==> src/rtl/audio_i2s_rx.sv <==
`default_nettype none
// ============================================================================
// audio_i2s_rx : I2S capture from the codec ADC line into a small pair FIFO,
//                aligned to the externally driven lrck, with lock/error status.
// Revision     : 1.0
// ============================================================================
module audio_i2s_rx #(
  parameter int SAMPLE_PHASE = 2,
  parameter int FIFO_DEPTH   = 2
) (
  input  logic               clk_12_288_mhz,
  input  logic               reset,
  input  logic               lrck,
  input  logic               adc,
  output logic signed [15:0] sound_l,
  output logic signed [15:0] sound_r,
  output logic               sample_valid,
  input  logic               sample_ready,
  output logic               locked,
  output logic               frame_error,
  output logic               overflow
);

  localparam int             PW         = $clog2(FIFO_DEPTH);
  localparam logic [1:0]     PHASE      = SAMPLE_PHASE[1:0];
  localparam logic [PW:0]    FULL_COUNT = FIFO_DEPTH[PW:0];

  typedef enum logic [0:0] {UNLOCKED = 1'b0, LOCKED = 1'b1} state_t;

  state_t        state;
  logic          lrck_d;
  logic [7:0]    cnt;
  logic [15:0]   shift_reg;
  logic [15:0]   left_reg;
  logic [15:0]   mem_l [FIFO_DEPTH];
  logic [15:0]   mem_r [FIFO_DEPTH];
  logic [PW-1:0] wr_ptr;
  logic [PW-1:0] rd_ptr;
  logic [PW:0]   count;
  logic [15:0]   last_l;
  logic [15:0]   last_r;

  logic          fall;
  logic [7:0]    idx;
  logic          mismatch;
  logic          active;
  logic          capture;
  logic          push;
  logic          pop;
  logic          full;
  logic          write;

  assign fall     = !lrck && lrck_d;
  assign idx      = fall ? 8'd0 : cnt;
  assign mismatch = (state == LOCKED) && (lrck != idx[7]);
  // A cycle that breaks alignment must not contribute to the frame it kills.
  assign active   = (state == LOCKED) && !mismatch;
  assign capture  = active && (idx[1:0] == PHASE) &&
                    (idx[6:2] >= 5'd1) && (idx[6:2] <= 5'd16);
  assign push     = active && (idx == 8'd196);

  assign sample_valid = (count != '0);
  assign pop          = sample_valid && sample_ready;
  assign full         = (count == FULL_COUNT);
  assign write        = push && (!full || pop);
  assign locked       = (state == LOCKED);

  // When empty the head shows the most recently popped pair.
  assign sound_l = sample_valid ? mem_l[rd_ptr] : last_l;
  assign sound_r = sample_valid ? mem_r[rd_ptr] : last_r;

  always_ff @(posedge clk_12_288_mhz) begin
    if (reset) begin
      state       <= UNLOCKED;
      lrck_d      <= 1'b0;
      cnt         <= 8'd0;
      shift_reg   <= 16'd0;
      left_reg    <= 16'd0;
      frame_error <= 1'b0;
      overflow    <= 1'b0;
      wr_ptr      <= '0;
      rd_ptr      <= '0;
      count       <= '0;
      last_l      <= 16'd0;
      last_r      <= 16'd0;
      for (int i = 0; i < FIFO_DEPTH; i++) begin
        mem_l[i] <= 16'd0;
        mem_r[i] <= 16'd0;
      end
    end else begin
      lrck_d      <= lrck;
      cnt         <= idx + 8'd1;
      frame_error <= 1'b0;

      case (state)
        UNLOCKED: if (fall) state <= LOCKED;
        LOCKED: begin
          if (mismatch) begin
            state       <= UNLOCKED;
            frame_error <= 1'b1;
          end
        end
        default: state <= UNLOCKED;
      endcase

      if (capture) shift_reg <= {shift_reg[14:0], adc};
      if (active && (idx == 8'd68)) left_reg <= shift_reg;

      if (write) begin
        mem_l[wr_ptr] <= left_reg;
        mem_r[wr_ptr] <= shift_reg;
        wr_ptr        <= wr_ptr + PW'(1);
      end
      if (push && full && !pop) overflow <= 1'b1;

      if (pop) begin
        last_l <= mem_l[rd_ptr];
        last_r <= mem_r[rd_ptr];
        rd_ptr <= rd_ptr + PW'(1);
      end

      case ({write, pop})
        2'b10:   count <= count + (PW+1)'(1);
        2'b01:   count <= count - (PW+1)'(1);
        default: count <= count;
      endcase
    end
  end

endmodule
`default_nettype wire

==> config.mk <==
export PLATFORM = sky130hd
export DESIGN_NAME = audio_i2s_rx
export DESIGN_NICKNAME = d
export VERILOG_FILES = /design/src/rtl/audio_i2s_rx.sv
export SDC_FILE = /design/constraint.sdc
export NUM_CORES = 1
export LEC_CHECK = 0
export BUFFER_PORTS_ARGS = -buffer_cell sky130_fd_sc_hd__buf_4
export CAP_MARGIN = 20
export CORE_MARGIN = 4
export CORE_UTILIZATION = 60
export CTS_CLUSTER_SIZE = 25
export DETAILED_ROUTE_END_ITERATION = 12
export GPL_ROUTABILITY_DRIVEN = 0
export GPL_TIMING_DRIVEN = 0
export MAX_ROUTING_LAYER = met4
export PLACE_DENSITY = 0.87
export SLEW_MARGIN = 20
export SYNTH_ARGS = -nofsm -noshare
export SYNTH_HDL_FRONTEND = slang
export SYNTH_SLANG_ARGS = --single-unit
export TNS_END_PERCENT = 50
==> constraint.sdc <==
create_clock -name clk_12_288_mhz -period 11.1 [get_ports clk_12_288_mhz]
set_input_delay 2.22 -clock clk_12_288_mhz [delete_from_list [all_inputs] [get_ports clk_12_288_mhz]]
set_output_delay 2.22 -clock clk_12_288_mhz [all_outputs]
set_load 0.02 [all_outputs]
==> results of run 1 <==
==> worst min-delay path by stage <==
stage	endpoint	slack, ns	depth (start not counted)
floorplan	left_reg[2]	0.46	2
global placement	overflow	0.47	1
detailed placement	overflow	0.48	1
CTS	overflow	0.50	1
global route	last_r[9]	0.52	2
finish	overflow	0.49	1
==> stage by stage <==
stage	setup WS, ns	instances	cell area [um2]
final	6.29	755	7330
after global routing	6.16	755	7330
after CTS	6.32	755	7330
after detailed placement	5.87	723	6680
after global placement	4.23	722	6640
after floorplan	5.45	550	6180
==> report_power, final <==
| group | leakage, uW | switching (uW) | internal, uW |
|---|---|---|---|
| clock network | 0.000307 | 221 | 410 |
| registers | 0.00126 | 4.86 | 569 |
| logic | 0.00117 | 21.3 | 9.02 |
| total | 0.00274 | 248 | 988 |
==> placed cells by master (no fill, tap or decap), types with 6 or more instances in the layout <==
master / count
a211oi_1: 32
a21oi_1: 34
and2_1: 33
and3_1: 30
buf_4: 40
bufinv_16: 6
clkbuf_1: 30
clkbuf_16: 16
dfxtp_1: 81
edfxtp_1: 64
mux2i_1: 65
nand2b_1: 15
nand3_1: 6
nor2_1: 76
nor3_1: 6
or2b_2: 19
xor2_1: 7
==> worst register-to-register path: stages (launching register included) <==
cell and delay (ns):
dfxtp_1 0.38, or2b_2 0.37, nand2_1 0.13, ha_1 0.16, nor4b_2 0.25, nand4_2 0.23
nor3_1 0.32, buf_2 0.28, inv_1 0.21, ha_1 0.39, or3_1 0.36, a21oi_1 0.15
==> synth_stat cells (2+ instances only) <==
library cell  instances
nor3b_1               4
or2_2                 2
and2_1               33
inv_1                 5
xor2_1                7
ha_1                  4
nand3_1               6
buf_1                 5
nor2b_1               4
and3_1               30
xnor2_1               3
nor2_1               76
buf_6                 2
buf_2                 2
clkbuf_1             29
nor3_1                6
nand2_1               3
edfxtp_1             64
a21oi_1              34
or2b_1                2
nand2b_1             15
a211oi_1             32
mux2i_1              65
dfxtp_1              81
or2b_2               19
o21bai_1              2
==> cell type report <==
| cell class | instances | area, um2 | share of cell area (%) |
|---|---|---|---|
| multi-input combinational | 359 | 2440 | 33.2 |
| clock inverter | 14 | 238 | 3.24 |
| clock buffer | 18 | 418 | 5.70 |
| timing repair buffer | 40 | 320 | 4.37 |
| sequential | 145 | 3540 | 48.3 |
| tap | 133 | 166 | 2.27 |
| inverter | 5 | 18.8 | 0.256 |
| buffer | 41 | 193 | 2.63 |
==> metal layers <==
layer	share of wire [%]	wire length [um]	up-vias	GRT usage (%)
met4	3.2	453	0	10.5
met3	6.6	940	38	5.75
met5	0	0	-	-
met1	41	5800	2183	31.4
met2	50	7080	167	42.7
li1	-	-	2050	-
==> logic make-up (layout without fill, tap and decap cells) <==
kind of cell / count (synthesis) / count (layout)
buffers and inverters: 46 / 118
AO/OA/AOI/OAI: 71 / 71
adder cells (fa/ha/maj): 4 / 4
multiplexers: 65 / 65
AND/OR/NAND/NOR: 209 / 209
flip-flops: 145 / 145
XOR/XNOR: 10 / 10
==> summary.md, run 1 <==
| Metric | Value |
|---|---|
| Min-delay src | overflow |
| HP Class | flip-flop to flip-flop |
| DIE HEIGHT | 109 um |
| Hold_buf cts | 0 |
| Clk_lat worst skew | 0.53 ns |
| Pin count of the biggest net entering global routing | 33 |
| End of the critical path | sound_l[1] |
| Xor/xnor share of the synthesized area | 1.42% |
| Antenna violations before repair | 0 |
| Final setup fails | 0 |
| First-pass GRT wire length | 22.8 mm |
| Reg2reg path depth | 11 |
| Number of port buffers | 39 |
| Routed wire per std cell | 18.9 um |
| Max Buffers Root-to-Sink | 2 |
| CP Depth | 5 |
| Setup repair after global routing missed its margin | false |
| Post-CTS resize count | 0 |
| Register bit total from synthesis | 145 |
| Die area | 12000 um2 |
| Highest clock rate | 0.208 GHz |
| Worst setup EP type | primary output |
| 1st-pass router iterations | 5 |
| Clock Tree Root | clkbuf_8 |
| Boundary Pins | 41 |
| Fin Setup TNS | 0 ns |
| Critical-path top delay cell | buf_1 |
| # rows | 36 |
| Outcome | completed |
| Core area | 9910 um2 |
| CTS tree | built |
| Crit-path cells | clkbuf_1 -> buf_1 -> mux2i_1 -> a21oi_1 -> buf_4 |
| Proportion of synthesized area in mux cells | 10.5% |
| Total power | 1240 uW |
| Inserted Clock Buffers | 17 |
| Post-Synth Simple-Gate Area | 19.2% |
| Hold Violations, Final | 0 |
| Top Registers | mem_l: 32 flops, mem_r: 32 flops |
| Diode count | 0 |
| Largest family of logic cells by synthesized area | simple AND/OR/NAND/NOR gates |
| Post-route minimum period | 4.81 ns |
| Antenna viol nets, final | 0 |
| Vias in the first global route | 4444 |
| Area contributors post-synth | edfxtp_1 31%, dfxtp_1 26%, mux2i_1 11% |
| Worst clock skew | 0.00935 ns |
| Worst rel slew slack | 44.9% |
| Data required time of the worst path | 8.88 ns |
| WP buf/inv | 3 |
| Reg-to-reg endpoint | count[1] |
| Worst stage delay on the critical path | 0.67 ns |
| Final net count | 618 |
| Min Hold Slack | 0.490 ns |
| Crit path max fanout | 10 |
| Vias post-DR | 4438 |
| DR iter-0 viols | 517 |
| Mapped Area | 6180 um2 |
| Crit path launch type | flip-flop |
| DR vias/cell | 5.88 |
| Tightest Pin Transition | 0.826 ns |
| All-Layer GR Usage | 26.1% |
| Async SR Flop Fraction | 0% |
| CTS clock-pin slew for the worst setup and hold paths | 0.06 ns |
| Post-synthesis sequential area ratio | 57.3% |
| Reg2reg start | lrck_d |
| Max cap viols | 0 |
| Delay-heaviest family, CP | buffers and inverters |
| Fin. max-slew vios | 0 |
| PwrDens | 169 nW/um2 |
| Compound-Gate Fraction of Synth Area | 7.25% |
| Ys Warns | 0 |
| Leakage Power | 0.00274 uW |
| Post-DP HPWL | 9.48 mm |
| Post-Synth Adder-Cell Area | 0.810% |
| Initial Util | 62.4% |
| DRT Wirelength | 14.3 mm |
| Die X | 109 um |
| Final Util | 74.0% |
| Post-Synthesis Cells | 550 |
| Cell taking the most area after synthesis | edfxtp_1 |
| Fill count | 624 |
| Area growth syn-to-layout | 18.7% |
| Yosys cell types | 41 |
| Max VDD drop | 0.000116 V |
| DRC errors left | 0 |
| Layout cells sized above 1 | 17.0% |
| Setup Buffers After CTS | 0 |
| Htree depth | 4 |
| Mapped Nets | 559 |
| Total congestion overflow | 0 |
| Critical setup path kind | flip-flop to primary output |
| # clock sinks | 145 |
| Mean Syn Cell Area | 11.2 um2 |
| Fin crit share | 43.4% |
| Crit path DAT | 2.59 ns |
| R2r setup slk | 7.80 ns |
| Top cell type's share of synthesized area | 31.1% |
| EDFF count, synth | 64 |
| Ys flop type | dfxtp_1 |
(Power assumes the default switching activity.)
==> run 2, diff against run 1 <==
--- a/config.mk
+++ b/config.mk
@@ -5,6 +5,7 @@
 export SDC_FILE = /design/constraint.sdc
 export NUM_CORES = 1
 export LEC_CHECK = 0
+export ABC_AREA = 1
 export BUFFER_PORTS_ARGS = -buffer_cell sky130_fd_sc_hd__buf_4
 export CAP_MARGIN = 20
 export CORE_MARGIN = 4
==> constraint.sdc (replaced) <==
create_clock -name clk_12_288_mhz -period 5 [get_ports clk_12_288_mhz]
set_input_delay 1 -clock clk_12_288_mhz [delete_from_list [all_inputs] [get_ports clk_12_288_mhz]]
set_output_delay 1 -clock clk_12_288_mhz [all_outputs]
set_load 0.02 [all_outputs]
==> run 2 against run 1 <==
Against the previous run: routed wire length rose by 4.6%; worst hold slack got worse by 0.021 ns; sequential share of layout area fell by 1.6 points; first-iteration DRC count rose by 7.0%; critical path depth did not move; sequential power rose by 120%; largest power group unchanged; combinational power rose to 2.5 times the previous value; via count rose by 18%.
==> summary.md, run 2 <==
| Metric | Value |
|---|---|
| Outcome | completed (unchanged) |
| Post-route minimum period | 3.23 ns |
| Max VDD drop | 0.000285 V (was 0.000116 V) |
| Die X | 112 um (was 109 um) |
| Worst rel slew slack | 48.5% (was 44.9%) |
| Ys flop type | dfxtp_1 (unchanged) |
| Setup Buffers After CTS | 0 (unchanged) |
| CTS tree | built (unchanged) |
| Post-Synthesis Cells | 695 (was 550) |
| Post-synthesis sequential area ratio | 54.7% (was 57.3%) |
| Area growth syn-to-layout | 17.2% (was 18.7%) |
| Min Hold Slack | 0.469 ns (was 0.490 ns) |
| Mapped Nets | 704 (was 559) |
| GR Util met2 | 40.7% (was 42.7%) |
| Max cap viols | 0 (unchanged) |
| Inserted Clock Buffers | 17 (unchanged) |
| Crit path launch type | flip-flop (unchanged) |
| # clock sinks | 145 (unchanged) |
| All-Layer GR Usage | 25.2% (was 26.1%) |
| Multi-input logic area | 2440 um2 (about the same) |
| DRT Wirelength | 14.9 mm (was 14.3 mm) |
| DR vias/cell | 5.79 (was 5.88) |
| Fin. max-slew vios | 0 (unchanged) |
| First-pass GRT wire length | 24.4 mm (was 22.8 mm) |
| Clock Tree Root | clkbuf_8 (unchanged) |
| Total power | 2730 uW (was 1240 uW) |
| Post-DP HPWL | 9.94 mm (was 9.48 mm) |
| Leading cell types in the layout, fill and taps excluded | 113 x nor2_1, 92 x nand2_1, 81 x dfxtp_1 (was 81 x dfxtp_1, 76 x nor2_1, 65 x mux2i_1) |
| Vias post-DR | 5231 (was 4438) |
| Leakage Power | 0.00269 uW (was 0.00274 uW) |
| DRC errors left | 0 (unchanged) |
| Total congestion overflow | 0 (unchanged) |
| Yosys cell types | 29 (was 41) |
| GRT Max-Usage Layer | met2 (unchanged) |
| Max Buffers Root-to-Sink | 2 (unchanged) |
| Die area | 12500 um2 (was 12000 um2) |
| Async SR Flop Fraction | 0% (unchanged) |
| Area contributors post-synth | edfxtp_1 30%, dfxtp_1 25%, nor2_1 6.6% (was edfxtp_1 31%, dfxtp_1 26%, mux2i_1 11%) |
| GR Util met1 | 30.3% (was 31.4%) |
| Fill count | 658 (was 624) |
| Top Registers | mem_l: 32 flops, mem_r: 32 flops (unchanged) |
| R2r setup slk | 2.23 ns (was 7.80 ns) |
| Critical setup path kind | flip-flop to primary output (unchanged) |
| Final setup fails | 0 (unchanged) |
| Grt met3 use | 6.03% (was 5.75%) |
| Worst clock skew | 0.00748 ns (was 0.00935 ns) |
| Mapped Area | 6470 um2 (was 6180 um2) |
| Post-CTS resize count | 0 (unchanged) |
| Pin count of the biggest net entering global routing | 33 (unchanged) |
| Mean Syn Cell Area | 9.31 um2 (was 11.2 um2) |
| Vias in the first global route | 5041 (was 4444) |
| CTS clock-pin slew for the worst setup and hold paths | 0.06 ns (about the same) |
| Hold_buf cts | 0 (unchanged) |
| HP Class | flip-flop to flip-flop (unchanged) |
| Routed wire per std cell | 16.5 um (was 18.9 um) |
| Hold Violations, Final | 0 (unchanged) |
| Number of port buffers | 40 (was 39) |
| Worst setup EP type | primary output (unchanged) |
| Setup repair after global routing missed its margin | false (unchanged) |
| Crit path DAT | 2.23 ns (was 2.59 ns) |
| Boundary Pins | 41 (unchanged) |
| Most frequent cell after synthesis | nor2_1 (was dfxtp_1) |
| Tightest Pin Transition | 0.769 ns (was 0.826 ns) |
| Initial Util | 62.2% (was 62.4%) |
| 1st-pass router iterations | 5 (unchanged) |
| Ys Warns | 0 (unchanged) |
| EDFF count, synth | 64 (unchanged) |
| Clk_lat worst skew | 0.55 ns (was 0.53 ns) |
| Data required time of the worst path | 4.00 ns (was 8.88 ns) |
| Crit path setup slack, layout | 1.77 ns (was 6.29 ns) |
| Synth top cells by count | 113 x nor2_1, 94 x nand2_1, 81 x dfxtp_1, 68 x inv_1, 64 x edfxtp_1 (was 81 x dfxtp_1, 76 x nor2_1, 65 x mux2i_1, 64 x edfxtp_1, 34 x a21oi_1) |
| Fin Setup TNS | 0 ns (unchanged) |
| DIE HEIGHT | 112 um (was 109 um) |
| Top cell type's share of synthesized area | 29.7% (was 31.1%) |
| Layout cells sized above 1 | 18.1% (was 17.0%) |
| Antenna viol nets, final | 0 (unchanged) |
| Dpl ws | 1.47 ns (was 5.87 ns) |
| Final net count | 763 (was 618) |
| Core area | 10400 um2 (was 9910 um2) |
| Register bit total from synthesis | 145 (unchanged) |
| # rows | 37 (was 36) |
| Htree depth | 4 (unchanged) |
| Highest clock rate | 0.310 GHz |
| Diode count | 0 (unchanged) |
| Cell taking the most area after synthesis | edfxtp_1 (unchanged) |
| DR iter-0 viols | 553 (was 517) |
| Crit path max fanout | 10 (unchanged) |
| Commonest non-fill, non-tap cell in the layout | nor2_1 (was dfxtp_1) |
| Register area | 3540 um2 (unchanged) |
| Fin crit share | 64.6% |
| PwrDens | 360 nW/um2 (was 169 nW/um2) |
| Antenna violations before repair | 0 (unchanged) |
-- run 2: critical path, stage by stage (launching register included) --
cell      delay (ns)
dfxtp_1         0.31
clkbuf_1        0.25
buf_2           0.37
mux2i_1         0.38
o21ai_0         0.18
buf_4           0.20
-- run 2: metrics by stage --
stage / instance area, um2 / util, % / instances
after global placement: 6940 / 66.7 / 871
after floorplan: 6470 / - / 695
final: 7590 / 72.8 / 903
after CTS: 7590 / 72.8 / 903
after global routing: 7590 / 72.8 / 903
after detailed placement: 6950 / 66.7 / 871
-- run 2: final cells by class --
cell class                 count  area share (%)
sequential                   145            46.7
multi-input combinational    433            32.1
clock buffer                  19            5.56
timing repair buffer          40            3.96
inverter                      70            3.46
buffer                        47            3.08
clock inverter                13            2.84
tap                          136            2.24
-- run 2: final timing paths --
path | startpoint | cells after the start | endpoint
hold / removal | overflow | 2 | overflow
setup / recovery | flip-flop | 5 | sound_l[3]
setup reg to reg | lrck_d | 10 | mem_l[1][3]
hold reg to reg | overflow | 2 | overflow
-- run 2: report_power, final --
group	internal, uW	switching (uW)
combinational	19.2	57.9
sequential	1260	9.40
clock	903	478
-- run 2: layer usage --
| layer | wire [um] | up-vias |
|---|---|---|
| met3 | 1060 | 44 |
| met2 | 7450 | 253 |
| met4 | 442 | 0 |
| met1 | 5980 | 2479 |
| li1 | - | 2455 |
| met5 | 0 | - |
-- run 2: logic make-up (layout without fill, tap and decap cells) --
logic type	after synthesis	count (layout)	share of synthesized area, %
muxes	32	32	4.95
AOI/OAI and AO/OA	99	99	8.97
DFF	145	145	54.7
xor gates and xnor gates	2	2	0.271
and+or+nand+nor	296	296	22.6
buffers and inverters	117	189	7.67
adders and majority gates	4	4	0.773
==> run 3, diff against run 2 <==
--- a/config.mk
+++ b/config.mk
@@ -5,7 +5,7 @@
 export SDC_FILE = /design/constraint.sdc
 export NUM_CORES = 1
 export LEC_CHECK = 0
-export ABC_AREA = 1
+export ABC_AREA = 0
 export BUFFER_PORTS_ARGS = -buffer_cell sky130_fd_sc_hd__buf_4
 export CAP_MARGIN = 20
 export CORE_MARGIN = 4
==> constraint.sdc (replaced) <==
create_clock -name clk_12_288_mhz -period 3.2 [get_ports clk_12_288_mhz]
set_input_delay 0.64 -clock clk_12_288_mhz [delete_from_list [all_inputs] [get_ports clk_12_288_mhz]]
set_output_delay 0.64 -clock clk_12_288_mhz [all_outputs]
set_load 0.02 [all_outputs]
==> run 3 against run 2 <==
Against the previous run: clock power up 49%; first-iteration DRC count down 16%; cell count down 16%; clock-buffer cell count up 7; sequential share of layout area up 1.1 points; design area down 2.3%; via count down 14%; routed wire length up 4.2%; total power up 52%; core utilization up 1.9 points; critical path depth up 2; non-clock buffer count unchanged.
==> summary.md, run 3 (same netlist as run 1, synthesis figures left out) <==
| Metric | Value |
|---|---|
| WP buf/inv | 0 (was 3) |
| Outcome | completed (unchanged) |
| All-Layer GR Usage | 27.9% (was 25.2%) |
| Total congestion overflow | 0 (unchanged) |
| DR iter-0 viols | 465 (was 553) |
| Pin count of the biggest net entering global routing | 33 (unchanged) |
| Worst rel slew slack | 38.3% (was 48.5%) |
| Vias in the first global route | 4578 (was 5041) |
| Hold Path Sink | shift_reg[0] (was overflow) |
| Die X | 109 um (was 112 um) |
| Hold Violations, Final | 0 (unchanged) |
| Diode count | 0 (unchanged) |
| CTS tree | built (unchanged) |
| Worst clock skew | 0.00990 ns (was 0.00748 ns) |
| Hold Path Stages | 3 (was 2) |
| PwrDens | 560 nW/um2 (was 360 nW/um2) |
| Max VDD drop | 0.000336 V (was 0.000285 V) |
| Vias post-DR | 4484 (was 5231) |
| # rows | 36 (was 37) |
| Core area | 9910 um2 (was 10400 um2) |
| Reg2reg start | lrck_d (unchanged) |
| Crit-path cells | or2b_2 -> nand2_1 -> ha_1 -> nor4b_2 -> nand4_2 -> nor4_2 -> or2_4 (was clkbuf_1 -> buf_2 -> mux2i_1 -> o21ai_0 -> buf_4) |
| DR vias/cell | 5.88 (was 5.79) |
| HP Class | primary input to flip-flop (was flip-flop to flip-flop) |
| Antenna viol nets, final | 0 (unchanged) |
| Htree depth | 4 (unchanged) |
| Area growth syn-to-layout | 19.9% (was 17.2%) |
| Fin crit share | 95.6% |
| Placed Area | 6650 um2 (was 6950 um2) |
| Leading cell types in the layout, fill and taps excluded | 81 x dfxtp_1, 76 x nor2_1, 65 x mux2i_1 (was 113 x nor2_1, 92 x nand2_1, 81 x dfxtp_1) |
| Commonest non-fill, non-tap cell in the layout | dfxtp_1 (was nor2_1) |
| Delay-heaviest family, CP | simple AND/OR/NAND/NOR gates (was buffers and inverters) |
| Leakage Power | 0.00279 uW (was 0.00269 uW) |
| Antenna violations before repair | 0 (unchanged) |
| Reg-to-reg endpoint | mem_r[1][8] (was mem_l[1][3]) |
| Final setup fails | 0 (unchanged) |
| Final net count | 625 (was 763) |
| Inserted Clock Buffers | 17 (unchanged) |
| Post-DP HPWL | 9.49 mm (was 9.94 mm) |
| Dpl ws | -0.716 ns (was 1.47 ns) |
| Top Registers | mem_l: 32 flops, mem_r: 32 flops (unchanged) |
| Worst setup EP type | flip-flop (was primary output) |
| Number of port buffers | 39 (was 40) |
| DRT Wirelength | 15.6 mm (was 14.9 mm) |
| Boundary Pins | 41 (unchanged) |
| Post-route minimum period | 3.06 ns |
| Min Hold Slack | 0.371 ns (was 0.469 ns) |
| Highest clock rate | 0.327 GHz |
| Worst stage delay on the critical path | 0.65 ns (was 0.38 ns) |
| Routed wire per std cell | 20.4 um (was 16.5 um) |
| Fin. max-slew vios | 0 (unchanged) |
| Tightest Pin Transition | 0.924 ns (was 0.769 ns) |
| CTS clock-pin slew for the worst setup and hold paths | 0.06 ns (about the same) |
| Clk_lat worst skew | 0.54 ns (was 0.55 ns) |
| Fin area | 7410 um2 (was 7590 um2) |
| Data required time of the worst path | 3.38 ns (was 4.00 ns) |
| Final Util | 74.8% (was 72.8%) |
| Reg2reg path depth | 7 (was 10) |
| # clock sinks | 145 (unchanged) |
| Crit path max fanout | 32 (was 10) |
| DIE HEIGHT | 109 um (was 112 um) |
| Critical setup path kind | flip-flop to flip-flop (was flip-flop to primary output) |
| Layout cells sized above 1 | 18.6% (was 18.1%) |
| First-pass GRT wire length | 23.9 mm (was 24.4 mm) |
| Initial Util | 62.4% (was 62.2%) |
| Register area | 3540 um2 (unchanged) |
| 1st-pass router iterations | 5 (unchanged) |
| Crit path DAT | 3.24 ns (was 2.23 ns) |
| Max Buffers Root-to-Sink | 2 (unchanged) |
| Crit path launch type | flip-flop (unchanged) |
| Crit path setup slack, layout | 0.142 ns (was 1.77 ns) |
| DRC errors left | 0 (unchanged) |
| Multi-input logic area | 2470 um2 (was 2440 um2) |
| Fill count | 564 (was 658) |
| Min-delay src | adc (was overflow) |
| Max cap viols | 0 (unchanged) |
| Clock Tree Root | clkbuf_8 (unchanged) |
| Critical-path top delay cell | nor4_2 (was mux2i_1) |
| R2r setup slk | 0.14 ns (was 2.23 ns) |
| Die area | 12000 um2 (was 12500 um2) |
==> run 3: cell count changes in the layout (fill, tap and decap cells not counted), sizes merged, moves of 20 or more <==
cell,change
o21ai,-39
mux2i,+33
nor2,-40
and2,+33
nand3,-20
nor3,-30
and3,+29
inv,-66
or2b,+21
nand2,-93
==> run 3: power breakdown <==
| part | internal, uW | switching (uW) | leakage, uW |
|---|---|---|---|
| clock network | 1300 | 745 | 0.000307 |
| logic | 35.2 | 76.4 | 0.00122 |
| registers | 1970 | 19.1 | 0.00126 |
| total | 3310 | 841 | 0.00279 |
==> run 3: area by class of cell <==
class                           count  share of cell area, %
Sequential cell                   145                   47.8
Multi-Input combinational cell    360                   33.4
Clock buffer                       26                   7.75
Timing Repair Buffer               46                   5.00
Buffer                             41                   2.68
Tap cell                          133                   2.25
Clock inverter                      6                  0.794
Inverter                            5                  0.304
==> run 3: timing repair <==
item,CTS,global route
gates cloned,1,0
resized for setup,6,5
setup buffers,3,4
pin swaps,1,3
setup endpoints to repair,68,61
hold buffers,0,0
==> run 3: through the flow <==
step                cells  TNS, ns  total power, uW
CTS                   758        0             4140
global route          762  -0.0565             4260
detailed placement    722   -36.39             2130
floorplan             550        0             2090
global placement      722   -31.88             2120
finish                762        0             4150
==> run 3: how the worst max path moves through the flow <==
stage / to / depth (start not counted) / from
final: mem_r[1][8] / 7 / lrck_d
after global routing: mem_r[1][3] / 7 / lrck_d
after CTS: count[1] / 11 / lrck_d
after detailed placement: mem_l[0][3] / 10 / lrck
after global placement: mem_l[0][2] / 10 / lrck
after floorplan: mem_l[0][0] / 9 / lrck
==> run 3: worst register-to-register path, cell delays in order (launching register included) <==
cell and delay [ns]:
dfxtp_1 0.37, or2b_2 0.38, nand2_1 0.14, ha_1 0.15
nor4b_2 0.24, nand4_2 0.21, nor4_2 0.65, or2_4 0.55
==> run 3: routing by layer <==
metal  part of all wire (%)  up-vias  wire, um  global-route usage, %
met5                      0        -         0                      -
met4                    3.4        0       533                   15.5
met3                    7.6       47      1180                   6.99
met2                     49      239      7690                   44.8
met1                     40     2133      6160                   31.9
li1                       -     2065         -                      -
